$ cat src/rtl/pc_fetch_unit_pkg.sv
// Shared definitions for the fetch unit: next-PC select codes, FSM states and reset/exception constants.
// NPC_* encodings are shared with ctrl; S_* encodings are private to the fetch FSM.
package pc_fetch_unit_pkg;

    localparam logic [2:0] NPC_PLUS4  = 3'd0;
    localparam logic [2:0] NPC_BRANCH = 3'd1;
    localparam logic [2:0] NPC_JUMP   = 3'd2;
    localparam logic [2:0] NPC_EXCEPT = 3'd3;

    localparam logic [31:0] DEF_RESET_PC    = 32'h0000_3000;
    localparam logic [31:0] DEF_EXC_VECTOR  = 32'h0000_4180;
    localparam logic [4:0]  DEF_EXC_CODE_RI = 5'd10;

    typedef enum logic [2:0] {
        S_IDLE  = 3'd0,
        S_FETCH = 3'd1,
        S_EXEC  = 3'd2,
        S_EXCPT = 3'd3
    } state_e;

    // Word offset of a conditional branch, sign-extended and scaled to bytes.
    function automatic logic [31:0] branch_offset(input logic [15:0] imm);
        return {{14{imm[15]}}, imm, 2'b00};
    endfunction

endpackage

$ cat src/rtl/pc_fetch_unit_npc_calc.sv
// Next-PC target arithmetic (sequential, branch, jump, exception vector).
// Latency: purely combinational.
// Backpressure: none; the caller decides when npc is consumed.
module npc_calc
    import pc_fetch_unit_pkg::*;
#(
    parameter logic [31:0] EXC_VECTOR = DEF_EXC_VECTOR
) (
    input  logic [31:0] pc,
    input  logic [31:0] instr,
    input  logic [2:0]  NPCOp,
    output logic [31:0] npc,
    output logic [31:0] pc_plus4
);

    logic unused_opcode_bits;
    assign unused_opcode_bits = ^instr[31:26];

    // Modulo-2^32 adds: a fetch at 32'hFFFF_FFFC sequences to address 0.
    assign pc_plus4 = pc + 32'd4;

    always_comb begin
        npc = pc_plus4;
        case (NPCOp)
            NPC_BRANCH: npc = pc_plus4 + branch_offset(instr[15:0]);
            NPC_JUMP:   npc = {pc_plus4[31:28], instr[25:0], 2'b00};
            NPC_EXCEPT: npc = EXC_VECTOR;
            default:    npc = pc_plus4;
        endcase
    end

endmodule

$ cat src/rtl/pc_fetch_unit.sv
// Owns the architectural PC; fetches over req/ack imem and holds one instruction in execute for ctrl.
// Latency: >=2 cycles per instruction (FETCH with zero-wait ack, EXEC); exceptions add one EXCPT cycle.
// Backpressure: imem_req held until imem_ack; stall freezes the instruction in execute.
module pc_fetch_unit
    import pc_fetch_unit_pkg::*;
#(
    parameter logic [31:0] RESET_PC    = DEF_RESET_PC,
    parameter logic [31:0] EXC_VECTOR  = DEF_EXC_VECTOR,
    parameter logic [4:0]  EXC_CODE_RI = DEF_EXC_CODE_RI
) (
    input  logic        clk,
    input  logic        rstn,
    output logic        imem_req,
    output logic [31:0] imem_addr,
    input  logic        imem_ack,
    input  logic [31:0] imem_rdata,
    input  logic        stall,
    input  logic [2:0]  NPCOp,
    output logic [31:0] instr,
    output logic [5:0]  opcode,
    output logic [5:0]  funct,
    output logic [4:0]  rt,
    output logic        nop,
    output logic [31:0] pc,
    output logic [31:0] pc_plus4,
    output logic [31:0] epc,
    output logic [4:0]  cause,
    output logic        flush,
    output logic        retired
);

    state_e      state_q;
    logic [31:0] pc_q;
    logic [31:0] instr_q;
    logic [31:0] epc_q;
    logic [4:0]  cause_q;
    logic        req_q;
    logic        nop_q;
    logic        flush_q;
    logic        retired_q;
    logic [31:0] npc_d;
    logic [31:0] pc_plus4_d;

    npc_calc #(
        .EXC_VECTOR (EXC_VECTOR)
    ) u_npc_calc (
        .pc       (pc_q),
        .instr    (instr_q),
        .NPCOp    (NPCOp),
        .npc      (npc_d),
        .pc_plus4 (pc_plus4_d)
    );

    always_ff @(posedge clk or negedge rstn) begin
        if (!rstn) begin
            state_q   <= S_IDLE;
            pc_q      <= RESET_PC;
            instr_q   <= '0;
            epc_q     <= '0;
            cause_q   <= '0;
            req_q     <= 1'b0;
            nop_q     <= 1'b1;
            flush_q   <= 1'b0;
            retired_q <= 1'b0;
        end else begin
            // Status pulses last exactly one cycle unless re-armed below.
            flush_q   <= 1'b0;
            retired_q <= 1'b0;
            case (state_q)
                S_IDLE: begin
                    req_q   <= 1'b1;
                    state_q <= S_FETCH;
                end
                S_FETCH: begin
                    if (req_q && imem_ack) begin
                        instr_q <= imem_rdata;
                        nop_q   <= 1'b0;
                        req_q   <= 1'b0;
                        state_q <= S_EXEC;
                    end
                end
                S_EXEC: begin
                    if (!stall) begin
                        pc_q  <= npc_d;
                        nop_q <= 1'b1;
                        if (NPCOp == NPC_EXCEPT) begin
                            epc_q   <= pc_q;
                            cause_q <= EXC_CODE_RI;
                            flush_q <= 1'b1;
                            state_q <= S_EXCPT;
                        end else begin
                            retired_q <= 1'b1;
                            req_q     <= 1'b1;
                            state_q   <= S_FETCH;
                        end
                    end
                end
                S_EXCPT: begin
                    req_q   <= 1'b1;
                    state_q <= S_FETCH;
                end
                default: begin
                    req_q   <= 1'b0;
                    nop_q   <= 1'b1;
                    state_q <= S_IDLE;
                end
            endcase
        end
    end

    assign imem_req  = req_q;
    assign imem_addr = pc_q;
    assign instr     = instr_q;
    assign opcode    = instr_q[31:26];
    assign funct     = instr_q[5:0];
    assign rt        = instr_q[20:16];
    assign nop       = nop_q;
    assign pc        = pc_q;
    assign pc_plus4  = pc_plus4_d;
    assign epc       = epc_q;
    assign cause     = cause_q;
    assign flush     = flush_q;
    assign retired   = retired_q;

endmodule
$ cat config.mk
export PLATFORM = sky130hd
export DESIGN_NAME = pc_fetch_unit
export DESIGN_NICKNAME = d
export VERILOG_FILES = /design/src/rtl/pc_fetch_unit_pkg.sv /design/src/rtl/pc_fetch_unit_npc_calc.sv /design/src/rtl/pc_fetch_unit.sv
export SDC_FILE = /design/constraint.sdc
export NUM_CORES = 1
export LEC_CHECK = 0
export CORE_ASPECT_RATIO = 1.25
export CORE_UTILIZATION = 43
export CTS_BUF_LIST = sky130_fd_sc_hd__clkbuf_8 sky130_fd_sc_hd__clkbuf_16
export CTS_CLUSTER_DIAMETER = 200
export DETAILED_ROUTE_END_ITERATION = 7
export GPL_TIMING_DRIVEN = 0
export PLACE_DENSITY_LB_ADDON = 0.08
export SLEW_MARGIN = 15
export SYNTH_ARGS = -nofsm -noshare
export SYNTH_HDL_FRONTEND = slang
export SYNTH_HIERARCHICAL = 1
export SYNTH_SLANG_ARGS = --single-unit
$ cat constraint.sdc
create_clock -name clk -period 3.61 [get_ports clk]
set_clock_uncertainty 0.1 [all_clocks]
set_input_delay 0.5415 -clock clk [delete_from_list [all_inputs] [get_ports clk]]
set_output_delay 0.5415 -clock clk [all_outputs]
set_load 0.02 [all_outputs]
==> results.ini <==
[status]
status=complete, but fails checks
violations=setup timing

[worst_setup_path]
path_max_fanout=5
worst_ep_arrival_time_ns=3.95
r2r-start=imem_addr[2]$_DFFE_PN0P_
crit_start=imem_addr[2]$_DFFE_PN0P_
crit_path_end_kind=flip-flop
path_class=reg2reg
required_ns=3.76
critPathLaunchType=flip-flop

[die]
die_y_microns=147
die_area_sq_um=17200
rows=52
initial_utilization=0.442
io_pins=225
core_sq_um=16300
die_w_microns=118

[clock_network]
htreeDepth=3
cts_buffers=9
clk_pin_slew_ns=0.07
cts_tree=yes
cts_max_path_buffers=2
cts.sinks=103
cts_root_buffer=clkbuf_16
insertion_delay_ns=0.36

[synthesis]
synth-seq-cells=103
syn-cell-area_sq_um=7190
async_flop_share=1.00
ys.flop_type=dfrtp_1
synth_cell_types=78
netlist_instances=669
yosysMostFrequentCell=dfrtp_1
synth_area_leaders=dfrtp_1 (35%), mux2_2 (10%), ha_1 (6.4%), mux2_4 (6.1%), buf_4 (5.7%)
synth.top_cell.area_share=0.348
synth_area_per_cell_sq_um=10.7
synth.largest_area_cell=dfrtp_1
netlist_top_cells_count=dfrtp_1 (100), mux2_2 (67), buf_4 (55), nand2_1 (43), ha_1 (37)
synth_edf_count=0
yosys_warnings=6
yosysSeqAreaShare=0.359

[pwr]
clkPwrFrac=0.089
combinationalPowerShare=0.702
switching_share=0.442
p_int_uw=6000
ir_worst_vdd_mv=0.571
power_frac_seq=0.209
power.density_nw_per_um2=976
p_sw_uw=4750
p_leak_uw=0.00487

[timing]
setup_violations=11
slew_violations=0
min_period_over_period=1.05
rsz0062_at_grt=true
setup_ws_ns=-0.192
relSlewSlack=0.276
tightest_slew_ns=1.09
hold_viol=0
finalCriticalPeriod_ns=3.80
fmax_mhz=263

[cells_and_area]
syn_to_final_growth_pct=53.1
stdcell_count=1172
drive_above_1_share=0.364
fillCellCount=1259
nets=1028
n_antenna_cell=0

[drt]
ant_nets=0
via_count=6219
wl_per_cell_microns=18.2
drt_first_pass_iters=5
drc_errors=0
wl_microns=21400
drt_iter0_drc=238
via_per_inst=5.31

[placed_design]
dp_slack_ns=-0.518
hpwl_microns=15500
place_congestion=0.896
dpl.cell_count=1109
port_buffers=221

[flow_run]
max_cap_violations=0

[grt]
grt_max_degree=65
track_usage=0.250
grt.overflow.total=0
grt_pass1_wl_microns=34100
grt_pass1_vias=6467
antenna_found_initial=0

[hold_path]
holdCritPathClass=reg2reg
min-delay-start=nop$_DFFE_PN1P_

## worst paths after layout
path                                              to  slack (ns)  cells after the start
max                        imem_addr[25]$_DFFE_PN0P_       -0.19                     18
min                                  nop$_DFFE_PN1P_        0.39                      2
max reg2reg                imem_addr[25]$_DFFE_PN0P_       -0.19                     18
min reg2reg                          nop$_DFFE_PN1P_        0.39                      2
max in group asynchronous            nop$_DFFE_PN1P_        2.15                      3
min in group asynchronous        epc[19]$_DFFE_PN0P_        0.55                      2
## cells by family (layout without fill, tap and decap cells)
family | Yosys count | after routing | share of synthesized area
compound gates | 140 | 140 | 0.142
xor+xnor | 51 | 51 | 0.0632
fa+ha+maj | 38 | 38 | 0.0672
buf+inv | 93 | 378 | 0.0891
flops | 103 | 103 | 0.359
mux | 97 | 97 | 0.167
other cells | 1 | 3 | 0.000522
simple gates | 146 | 146 | 0.112
## state kept, by name, summed over array words and instances, names as in the netlist
| name | count |
|---|---|
| cause | 1 |
| epc | 32 |
| flush | 1 |
| imem_addr | 32 |
| imem_req | 1 |
| instr | 32 |
| nop | 1 |
| retired | 1 |
| state_q | 2 |
## cell type report
class	count	area [sq um]	area share
repair buffers	270	2610	0.237
clock buffers	10	239	0.0217
plain buffers	75	574	0.0522
multi-input cells	475	4610	0.419
flip-flops and latches	103	2600	0.236
inverters	17	66.3	0.00602
well taps	216	270	0.0245
clock inverters	6	46.3	0.00420
## what timing repair did
action	CTS	global route
resized for setup	53	19
setup buffers	39	9
endpoints found under the setup margin	23	16
hold buffers	1	0
pin swaps	35	20
hold endpoints to repair	18	0
## per-stage QoR
stage	total power (uW)	hold WS (ns)	setup TNS [ns]	cell area [sq um]	util
2_1_floorplan	6570	0.146	-0.733	7480	-
3_3_place_gp	8890	0.374	-233.97	9960	0.613
3_5_place_dp	9020	0.378	-4.95	9990	0.614
4_1_cts	10600	0.393	-0.977	10900	0.667
5_1_grt	11400	0.404	-3.00	11000	0.677
6_report	10700	0.390	-1.28	11000	0.677
## cell usage in the layout, fill, tap and decap left out, types with 6 or more instances in the layout
cell and count:
a21o_1 11, a21oi_1 18, a21oi_2 9, a22oi_1 20, and3_1 6, buf_4 101
clkbuf_1 9, clkbuf_16 9, clkdlybuf4s50_1 214, dfrtp_1 88, dfrtp_2 12, ha_1 25
ha_4 11, inv_1 14, mux2_2 67, mux2_4 29, nand2_1 36, nand2b_1 6
nand3_1 13, nor2_1 23, o21a_1 7, o21ai_0 16, o21ai_1 11, xnor2_1 21
xor2_1 10, xor2_2 7
## metal layers
layer	routed length, microns	share of wire	vias up	GRT usage
met4	492	0.023	0	0.100
met3	889	0.042	24	0.0359
li1	-	-	2905	-
met5	0	0	-	0
met1	8850	0.41	3089	0.292
met2	11100	0.52	201	0.458
## power by group through the flow
stage	registers (uW)	clock network (uW)	logic (uW)
floorplan	2670	0	3900
global placement	2300	0	6590
detailed placement	2330	0	6690
CTS	2240	985	7340
global route	2330	1030	8040
finish	2250	953	7540
## worst max-delay path, stage by stage (launching register included)
cell	delay, ns
dfrtp_2	0.40
ha_4	0.17
nand4_4	0.12
nor4_4	0.34
and2_4	0.25
buf_12	0.11
nand2_4	0.05
xnor2_4	0.14
ha_4	0.32
and3_4	0.22
nand2_4	0.05
a211oi_4	0.23
o21a_1	0.25
buf_4	0.13
a41oi_2	0.12
xnor2_1	0.16
a22oi_1	0.17
o21ai_1	0.10
mux2_4	0.27
Note: power is estimated with default switching activity, not from simulation.
